[config.mk]
export PLATFORM = sky130hd
export DESIGN_NAME = rollo_run_ctrl
export DESIGN_NICKNAME = d
export VERILOG_FILES = /design/src/rtl/rollo_pkg.sv /design/src/rtl/rollo_skid_fifo.sv /design/src/rtl/rollo_run_ctrl.sv
export SDC_FILE = /design/constraint.sdc
export NUM_CORES = 1
export LEC_CHECK = 0
export BUFFER_PORTS_ARGS = -buffer_cell sky130_fd_sc_hd__buf_2
export CAP_MARGIN = 20
export CORE_MARGIN = 10
export CORE_UTILIZATION = 55
export CTS_CLUSTER_SIZE = 30
export DETAILED_ROUTE_END_ITERATION = 6
export PLACE_DENSITY = 0.78
export RECOVER_POWER = 25
export SETUP_SLACK_MARGIN = 0.3
export SYNTH_ARGS = -nofsm -noshare
export SYNTH_HDL_FRONTEND = slang
export SYNTH_SLANG_ARGS = --single-unit
[constraint.sdc]
create_clock -name clk -period 4.9 [get_ports clk]
set_input_delay 0.245 -clock clk [delete_from_list [all_inputs] [get_ports clk]]
set_output_delay 0.245 -clock clk [all_outputs]
set_load 0.05 [all_outputs]
[src/rtl/rollo_pkg.sv]
// Shared types and helpers for the ROLLO run controller.
package rollo_pkg;

    // Run controller states, in the order a normal run visits them.
    typedef enum logic [2:0] {
        ST_IDLE,
        ST_LAUNCH,
        ST_WAIT,
        ST_READ,
        ST_FLUSH,
        ST_FIN
    } run_state_t;

    // Entries in the result skid buffer.
    localparam int SKID_DEPTH = 2;

    // Ceiling log2: clog2(1)=0, clog2(2)=1, clog2(5)=3.
    function automatic int clog2(input int value);
        int v;
        int r;
        v = value - 1;
        r = 0;
        while (v > 0) begin
            r = r + 1;
            v = v >> 1;
        end
        return r;
    endfunction

    // Read-address width; never narrower than one bit so N_WORDS=1 still has a port.
    function automatic int addr_width(input int n_words);
        return (clog2(n_words) < 1) ? 1 : clog2(n_words);
    endfunction

endpackage

[src/rtl/rollo_skid_fifo.sv]
// Two-entry valid/ready buffer carrying {last, data}; outputs hold while stalled.
module rollo_skid_fifo
    import rollo_pkg::*;
#(
    parameter int DATA_W = 32
) (
    input  logic              clk,
    input  logic              rst,
    input  logic              in_valid,
    input  logic              in_last,
    input  logic [DATA_W-1:0] in_data,
    output logic [1:0]        count,
    output logic              out_valid,
    input  logic              out_ready,
    output logic [DATA_W-1:0] out_data,
    output logic              out_last
);

    localparam int ENTRY_W = DATA_W + 1;

    logic [SKID_DEPTH-1:0][ENTRY_W-1:0] entry_q;
    logic                               wr_ptr_reg;
    logic                               rd_ptr_reg;
    logic [1:0]                         count_reg;
    logic [1:0]                         count_next;
    logic                               can_push;
    logic                               push;
    logic                               pop;

    // A full buffer may still take a word when the head leaves in the same cycle.
    assign can_push   = (count_reg != 2'(SKID_DEPTH)) || out_ready;
    assign push       = in_valid && can_push;
    assign out_valid  = (count_reg != 2'd0);
    assign pop        = out_valid && out_ready;
    assign count_next = count_reg + {1'b0, push} - {1'b0, pop};
    assign count      = count_reg;
    assign {out_last, out_data} = entry_q[rd_ptr_reg];

    generate
        for (genvar gi = 0; gi < SKID_DEPTH; gi++) begin : g_entry
            logic [ENTRY_W-1:0] entry_reg;

            // Each slot captures the incoming word only when the write pointer selects it.
            always_ff @(posedge clk) begin
                if (rst) begin
                    entry_reg <= '0;
                end else if (push && (wr_ptr_reg == 1'(gi))) begin
                    entry_reg <= {in_last, in_data};
                end
            end

            assign entry_q[gi] = entry_reg;
        end
    endgenerate

    // Ring pointers and occupancy.
    always_ff @(posedge clk) begin
        if (rst) begin
            wr_ptr_reg <= 1'b0;
            rd_ptr_reg <= 1'b0;
            count_reg  <= 2'd0;
        end else begin
            if (push) begin
                wr_ptr_reg <= ~wr_ptr_reg;
            end
            if (pop) begin
                rd_ptr_reg <= ~rd_ptr_reg;
            end
            count_reg <= count_next;
        end
    end

endmodule

[src/rtl/rollo_run_ctrl.sv]
// Run controller: launches a ROLLO core, times it, reads back its result and streams it out.
module rollo_run_ctrl
    import rollo_pkg::*;
#(
    parameter int DATA_W  = 32,
    parameter int N_WORDS = 8,
    parameter int CNT_W   = 32,
    parameter int TIMEOUT = 0
) (
    input  logic                               clk,
    input  logic                               rst,
    input  logic                               cmd_start,
    output logic                               busy,
    output logic                               core_start,
    input  logic                               core_ready,
    output logic [addr_width(N_WORDS)-1:0]     core_raddr,
    input  logic [DATA_W-1:0]                  core_rdata,
    output logic                               out_valid,
    input  logic                               out_ready,
    output logic [DATA_W-1:0]                  out_data,
    output logic                               out_last,
    output logic [CNT_W-1:0]                   cycles,
    output logic                               timed_out,
    output logic                               done
);

    localparam int               ADDR_W       = addr_width(N_WORDS);
    localparam logic [ADDR_W-1:0] LAST_ADDR   = ADDR_W'(N_WORDS - 1);
    localparam bit               TIMEOUT_EN   = (TIMEOUT != 0);
    localparam logic [CNT_W-1:0] TIMEOUT_LAST = CNT_W'(TIMEOUT - 1);
    localparam logic [CNT_W-1:0] TIMEOUT_VAL  = CNT_W'(TIMEOUT);

    run_state_t        state_reg;
    run_state_t        state_next;
    logic [CNT_W-1:0]  counter_reg;
    logic [CNT_W-1:0]  counter_next;
    logic [CNT_W-1:0]  counter_plus1;
    logic [CNT_W-1:0]  cycles_reg;
    logic [CNT_W-1:0]  cycles_next;
    logic              timed_out_reg;
    logic              timed_out_next;
    logic [ADDR_W-1:0] addr_reg;
    logic [ADDR_W-1:0] addr_next;
    logic              ready_prev_reg;
    logic              inflight_reg;
    logic              inflight_last_reg;

    logic              ready_edge;
    logic              timeout_hit;
    logic              pop;
    logic [1:0]        fifo_count;
    logic [2:0]        occupancy;
    logic              issue;
    logic              issue_last;

    // Only a low-to-high transition counts, so a level left high by a previous run is ignored.
    assign ready_edge    = core_ready && !ready_prev_reg;
    assign counter_plus1 = (&counter_reg) ? counter_reg : counter_reg + CNT_W'(1);
    assign timeout_hit   = TIMEOUT_EN && (counter_reg == TIMEOUT_LAST);

    // Words held plus the read now in flight, less the one leaving this cycle; a new
    // address goes out only if its data will still find a free slot when it arrives.
    assign pop        = out_valid && out_ready;
    assign occupancy  = {1'b0, fifo_count} + {2'b00, inflight_reg} - {2'b00, pop};
    assign issue      = (state_reg == ST_READ) && (occupancy < 3'(SKID_DEPTH));
    assign issue_last = issue && (addr_reg == LAST_ADDR);

    assign busy       = (state_reg != ST_IDLE);
    assign core_start = (state_reg == ST_LAUNCH);
    assign done       = (state_reg == ST_FIN);
    assign core_raddr = addr_reg;
    assign cycles     = cycles_reg;
    assign timed_out  = timed_out_reg;

    // Next-state, latency counter, result latching and read-address sequencing.
    always_comb begin
        state_next     = state_reg;
        counter_next   = counter_reg;
        cycles_next    = cycles_reg;
        timed_out_next = timed_out_reg;
        addr_next      = addr_reg;
        case (state_reg)
            ST_IDLE: begin
                if (cmd_start) begin
                    cycles_next    = '0;
                    timed_out_next = 1'b0;
                    state_next     = ST_LAUNCH;
                end
            end
            ST_LAUNCH: begin
                counter_next = '0;
                state_next   = ST_WAIT;
            end
            ST_WAIT: begin
                counter_next = counter_plus1;
                // A completion edge beats a timeout landing in the same cycle.
                if (ready_edge) begin
                    cycles_next = counter_plus1;
                    state_next  = ST_READ;
                end else if (timeout_hit) begin
                    cycles_next    = TIMEOUT_VAL;
                    timed_out_next = 1'b1;
                    state_next     = ST_FIN;
                end
            end
            ST_READ: begin
                if (issue) begin
                    if (issue_last) begin
                        addr_next  = '0;
                        state_next = ST_FLUSH;
                    end else begin
                        addr_next = addr_reg + ADDR_W'(1);
                    end
                end
            end
            ST_FLUSH: begin
                if (pop && out_last) begin
                    state_next = ST_FIN;
                end
            end
            ST_FIN: begin
                state_next = ST_IDLE;
            end
            default: begin
                state_next = ST_IDLE;
            end
        endcase
    end

    // Controller state registers.
    always_ff @(posedge clk) begin
        if (rst) begin
            state_reg     <= ST_IDLE;
            counter_reg   <= '0;
            cycles_reg    <= '0;
            timed_out_reg <= 1'b0;
            addr_reg      <= '0;
        end else begin
            state_reg     <= state_next;
            counter_reg   <= counter_next;
            cycles_reg    <= cycles_next;
            timed_out_reg <= timed_out_next;
            addr_reg      <= addr_next;
        end
    end

    // Ready history for edge detection and the one-deep read-return pipeline.
    always_ff @(posedge clk) begin
        if (rst) begin
            ready_prev_reg    <= 1'b0;
            inflight_reg      <= 1'b0;
            inflight_last_reg <= 1'b0;
        end else begin
            ready_prev_reg    <= core_ready;
            inflight_reg      <= issue;
            inflight_last_reg <= issue_last;
        end
    end

    rollo_skid_fifo #(
        .DATA_W(DATA_W)
    ) u_skid (
        .clk      (clk),
        .rst      (rst),
        .in_valid (inflight_reg),
        .in_last  (inflight_last_reg),
        .in_data  (core_rdata),
        .count    (fifo_count),
        .out_valid(out_valid),
        .out_ready(out_ready),
        .out_data (out_data),
        .out_last (out_last)
    );

endmodule

Word-level counts from Yosys, hierarchy flattened
Index checks and enable logic that the tools add are counted.
{"block": "op_classes", "eq_ne": 12, "n_reduce_logical": 19, "order_cmp": 2, "bitwise_logic": 2, "addsub": 6, "mux": 14}
{"op": "$pmux W32 S2", "n": 2}
{"op": "$mux W32", "n": 3}
{"op": "$mux W33", "n": 2}
{"op": "$add A32 B1 Y32 const B", "n": 1}
{"op": "$reduce_and A32 Y1", "n": 1}
{"op": "$mux W3", "n": 6}
{"op": "$pmux W3 S5", "n": 1}
{"op": "$ne A2 B2 Y1 const B", "n": 6}
{"op": "$eq A3 B3 Y1 const B", "n": 3}
{"op": "$logic_and A1 B1 Y1", "n": 8}
{"op": "$eq A3 B2 Y1 const B", "n": 2}
{"op": "$reduce_bool A2 Y1", "n": 3}
{"op": "$reduce_and A5 Y1", "n": 1}
{"op": "$add A2 B1 Y3", "n": 1}
{"op": "$add A3 B1 Y3 const B", "n": 1}
{"op": "$eq A3 B1 Y1 const B", "n": 1}
{"op": "$logic_not A3 Y1", "n": 1}
{"op": "$lt A3 B2 Y1 const B", "n": 1}
{"op": "$reduce_and A3 Y1", "n": 1}
{"op": "$reduce_bool A3 Y1", "n": 1}
{"op": "$sub A3 B1 Y3", "n": 1}
{"op": "$add A2 B1 Y2", "n": 1}
{"op": "$lt A1 B2 Y1 const B", "n": 1}
{"op": "$not A1 Y1", "n": 2}
{"op": "4 further kinds", "n": 4}
{"block": "word_totals", "elab_cells": 67, "ff_bits": 143, "in_bits": 37, "output_inout_bits": 73}

Depth between registers and ports, before layout
{"block": "depth", "ltp_word": 9, "mapped_depth": 14, "mapped_depth_nobuf": 13}

Cells and area by module
Synthesis repeated with hierarchy kept, for this count alone.
{"block": "unflattened", "hier_cells": 846, "area_unflattened_um2": 7348.3}
{"module": "rollo_run_ctrl", "seq_area_each_um2": 1461.4, "n_inst": 1, "cells_per_inst": 495, "area_each_um2": 4020.1}
{"module": "rollo_skid_fifo", "seq_area_each_um2": 1401.3, "n_inst": 1, "cells_per_inst": 351, "area_each_um2": 3328.2}

Least setup slack after synthesis
No wires, ideal clock.
{"block": "synth_path", "kind": "reg2reg", "from": "register u_skid.count_reg[1], in the netlist u_skid.count[1]", "to": "register state_reg[0]", "setup_ns": 0.128, "arrival_time_ns": 2.649, "stages_incl_launch_ff": 15, "path_slack_ns": 2.123, "synth_period_minus_slack_ns": 2.777, "required_ns": 4.772, "path_buffers": 1, "path_cell_list": "dfxtp_1 > inv_1 > nand2_1 > nand2_1 > inv_1 > ha_1 > inv_1 > nand2_1 > fa_1 > xnor2_1 > and3_1 > clkbuf_1 > nand2_1 > a211oi_1 > nor2_1"}
{"block": "synth_via", "elab_chain_len": 8, "elab_cells_between_ends": 12, "cone_classes": "2 x add/sub; 1 x order compare; 3 x eq/ne; 6 x reduce/logical"}
{"item": "start: declaration", "line": "rollo_skid_fifo.sv:24", "rtl": "logic [1:0] count_reg;"}
{"item": "start signal: assignment", "line": "rollo_skid_fifo.sv:69", "rtl": "count_reg <= count_next;"}
{"item": "$reduce_bool A2 Y1 *", "line": "rollo_skid_fifo.sv:33", "rtl": "assign out_valid = (count_reg != 2'd0);"}
{"item": "net out_valid", "line": "rollo_run_ctrl.sv:18", "rtl": "output logic out_valid,"}
{"item": "$logic_and A1 B1 Y1 *", "line": "rollo_run_ctrl.sv:63", "rtl": "assign pop = out_valid && out_ready;"}
{"item": "net pop", "line": "rollo_run_ctrl.sv:50", "rtl": "logic pop;"}
{"item": "$sub A3 B1 Y3", "line": "rollo_run_ctrl.sv:64", "rtl": "assign occupancy = {1'b0, fifo_count} + {2'b00, inflight_reg} - {2'b00, pop};"}
{"item": "$lt A3 B2 Y1", "line": "rollo_run_ctrl.sv:65", "rtl": "assign issue = (state_reg == ST_READ) && (occupancy < 3'(SKID_DEPTH));"}
{"item": "$logic_and A1 B1 Y1", "line": "rollo_run_ctrl.sv:65"}
{"item": "$logic_and A1 B1 Y1", "line": "rollo_run_ctrl.sv:66", "rtl": "assign issue_last = issue && (addr_reg == LAST_ADDR);"}
{"item": "$ne A2 B2 Y1 (no source line)"}
{"item": "$reduce_and A5 Y1 (no source line) *"}
{"item": "end signal: assignment", "line": "rollo_run_ctrl.sv:139", "rtl": "state_reg <= state_next;"}
{"item": "end: declaration", "line": "rollo_run_ctrl.sv:33", "rtl": "run_state_t state_reg;"}
Mark *: on every way through the listed nets, which the timed path passes. The rest lies on a longest branch.
A chain may end at the register's enable or synchronous reset.

Worst setup path in the final report
{"block": "layout_path", "from": "register u_skid.rd_ptr_reg", "to": "output out_last"}
{"block": "layout_via", "elab_chain_len": 2}
{"item": "start: declaration", "line": "rollo_skid_fifo.sv:23", "rtl": "logic rd_ptr_reg;"}
{"item": "start signal: assignment", "line": "rollo_skid_fifo.sv:67", "rtl": "rd_ptr_reg <= ~rd_ptr_reg;"}
{"item": "$mux W33 (implied by the code) (2 in series)", "line": "rollo_skid_fifo.sv:37", "rtl": "assign {out_last, out_data} = entry_q[rd_ptr_reg];"}
{"item": "end: declaration", "line": "rollo_run_ctrl.sv:21", "rtl": "output logic out_last,"}
No other way between the ends. The select of a mux whose other input is x is not followed.

==> results.sh <==
export IMPL_worstSetupStartpoint="u_skid.rd_ptr_reg"
export IMPL_slowest_stage="clkbuf_1"
export IMPL_synth_top_area_share=0.438
export IMPL_synth_nets=845
export IMPL_drc=0
export IMPL_ir_drop_uv=198
export IMPL_ys_ff_latch=143
export IMPL_required_ns=4.66
export IMPL_fin_nets=923
export IMPL_die_x_um=129
export IMPL_status="finished, violations left"
export IMPL_clock_path_buffers=2
export IMPL_final_util=0.670
export IMPL_grt_overflow=0
export IMPL_cts_tree="yes"
export IMPL_synth_cell_type_count=59
export IMPL_rows=39
export IMPL_vias=6036
export IMPL_tightest_slew_ns=1.62
export IMPL_crit_arrival_ns=2.87
export IMPL_die_y_um=129
export IMPL_ys_top_cells_by_area="dfxtp_1 (44%), nand2_1 (12%), a21oi_1 (6.7%), mux2_2 (5.9%), clkbuf_1 (2.9%)"
export IMPL_maxCapViolations=2
export IMPL_finClkSkew_ns=0.00816
export IMPL_diodes=0
export IMPL_synth_flop_cell="dfxtp_1"
export IMPL_cp_cell_sequence="clkbuf_1 -> mux2_2 -> buf_2"
export IMPL_syn_avg_cell_area_sq_um=8.15
export IMPL_finalCritPeriodShare=0.637
export IMPL_reg2reg_from="u_skid.rd_ptr_reg"
export IMPL_grt_max_degree=91
export IMPL_antenna_found_initial=0
export IMPL_clock_sinks=143
export IMPL_grt_pass1_vias=5710
export IMPL_syn_area_sq_um=6530
export IMPL_seq_area_frac_synth=0.438
export IMPL_hold_buffers=0
export IMPL_yosysTopAreaCell="dfxtp_1"
export IMPL_finalHoldViolCount=0
export IMPL_htreeDepth=4
export IMPL_min_period_ns=3.12
export IMPL_powerDensity_nw_per_um2=388
export IMPL_path_delay_family="buffers and inverters"
export IMPL_gr_usage_met2=0.357
export IMPL_gp_congestion=0.920
export IMPL_clk_latency_ns=0.42
export IMPL_grt_use_met3=0.0554
export IMPL_cts_resized=0
export IMPL_io_pins=110
export IMPL_setup_viol=0
export IMPL_grtUsageMet1=0.235
export IMPL_dpl_hpwl_um=11900
export IMPL_rsz0062_at_grt="no"
export IMPL_drive_gt1_frac=0.169
export IMPL_fill_cells=955
export IMPL_grt_pass1_wl_um=27800
export IMPL_ant_nets=0
export IMPL_portBuffers=108
export IMPL_relSlewSlack=-0.0802
export IMPL_ys_async_sr_fraction=0
export IMPL_grt_use_total=0.204
export IMPL_fin_setup_tns_ns=0
export IMPL_cts_setup_buffers=0
export IMPL_cp_depth=3
export IMPL_crit_fanout=28
export IMPL_synth_warnings=0
export IMPL_critPathMaxStageDelay_ns=1.22
export IMPL_vias_per_cell=5.83
export IMPL_max_freq_mhz=321
export IMPL_largest_reg_flops=66
export IMPL_crit_path_end="out_last"
export IMPL_floorplan_initialDensity=0.567
export IMPL_seqCellArea_sq_um=2860
export IMPL_cellLeakagePower_nw=2.85
export IMPL_worstRegToRegCells=5
export IMPL_drtIter0Drc=659
export IMPL_top_usage_layer="met2"
export IMPL_multi_input_area_sq_um=3400
export IMPL_first_pass_iters=6
export IMPL_syn2layout_area_growth_pct=18.1
export IMPL_hold_path_class="in -> reg"
export IMPL_synth_edf_count=0
export IMPL_whs_ns=0.0728
export IMPL_hp_start="core_rdata[1]"
export IMPL_wl_um=17500
export IMPL_crit_path_end_kind="output port"
export IMPL_maxSlewViolCount=62
export IMPL_r2r_end="state_reg[0]"
export IMPL_start_kind="flip-flop"
export IMPL_violations="capacitance limit, slew limit"
export IMPL_dieArea_sq_um=16600
export IMPL_rrSetupSlack_ns=2.09
export IMPL_syn_inst=801
export IMPL_root_buffer="clkbuf_16"
export IMPL_critPathKind="reg -> out"
export IMPL_numCtsBuffers=17
export IMPL_clk_pin_slew_ns=0.06
export IMPL_path_buf_inv=2
export IMPL_core_area_sq_um=11500
export IMPL_post_drt_wl_per_cell_um=16.9
-- metrics by stage --
stage / worst slack, ns / cells / instance area [sq um] / total power [mW]
floorplan: 2.12 / 801 / 6530 / 1.49
global placement: 2.46 / 1002 / 7090 / 1.57
detailed placement: 2.29 / 1003 / 7120 / 1.58
CTS: 2.30 / 1035 / 7780 / 3.01
global route: 1.63 / 1035 / 7710 / 3.08
finish: 1.78 / 1035 / 7710 / 2.99
-- worst min path at each step --
stage               depth (start not counted)                              end  slack (ns)
floorplan                                   1                   ready_prev_reg        0.37
global route                                3  u_skid.g_entry[0].entry_reg[26]        0.06
CTS                                         3  u_skid.g_entry[1].entry_reg[25]        0.06
finish                                      3   u_skid.g_entry[1].entry_reg[1]        0.07
detailed placement                          2                       cycles[30]        0.44
global placement                            2                       cycles[15]        0.44
-- worst register-to-register path, stage by stage (launching register included) --
cell	delay, ns
dfxtp_1	0.52
clkbuf_1	1.22
mux2_2	0.49
nor3b_1	0.17
a211oi_1	0.20
nor2_1	0.06
-- cell families after synthesis --
| family | count (synthesis) | share of synthesized area |
|---|---|---|
| mux | 39 | 0.0663 |
| buf+inv | 70 | 0.0414 |
| simple gates | 326 | 0.235 |
| fa+ha+maj | 7 | 0.0146 |
| flops | 143 | 0.438 |
| other cells | 1 | 0.000574 |
| xor+xnor | 29 | 0.0389 |
| compound gates | 186 | 0.164 |
-- final cells by class --
cell class	count	area share
tap	143	0.0232
clock inverter	12	0.0266
clock buffer	20	0.0592
timing repair buffer	117	0.0732
inverter	12	0.00584
sequential	143	0.371
multi-input combinational	588	0.441
-- cells in the mapped netlist (13+ instances only) --
cell / number
o21ai_0: 24
nand4_1: 13
a31oi_1: 13
xor2_1: 17
a21oi_1: 88
dfxtp_1: 143
mux2_2: 34
nand3_1: 21
o21ai_1: 27
nor2_1: 26
nand2_1: 203
clkbuf_1: 50
-- placed cells by master (no fill, tap or decap), types with 3 or more instances in the layout --
cell type / synthesis / layout
a21o_1: 3 / 3
a21oi_1: 88 / 88
a31oi_1: 13 / 13
a41oi_1: 3 / 3
and2_1: 9 / 9
and3_1: 9 / 9
and4_1: 5 / 5
buf_2: 3 / 63
buf_4: 1 / 6
bufinv_16: 0 / 5
clkbuf_1: 50 / 48
clkbuf_16: 0 / 17
dfxtp_1: 143 / 143
ha_1: 6 / 6
inv_1: 12 / 12
mux2_2: 34 / 34
mux2i_1: 5 / 5
nand2_1: 203 / 203
nand2b_1: 7 / 7
nand3_1: 21 / 21
nand4_1: 13 / 13
nor2_1: 26 / 25
nor3_1: 10 / 10
o21ai_0: 24 / 24
o21ai_1: 27 / 27
o21ba_1: 3 / 3
o31ai_1: 7 / 7
or3_1: 5 / 5
xnor2_1: 12 / 12
xor2_1: 17 / 17
-- metal layers --
layer,vias to the layer above,part of all wire
met2,213,0.50
li1,2911,-
met5,-,0
met1,2879,0.42
met3,33,0.067
met4,0,0.017
-- report_power, final --
part | total [mW] | internal [mW] | switching [mW]
Combinational | 0.349 | 0.116 | 0.233
Clock | 1.43 | 0.934 | 0.497
Sequential | 1.21 | 1.18 | 0.0244
Total | 2.99 | 2.23 | 0.754
Note: power is estimated with default switching activity, not from simulation.
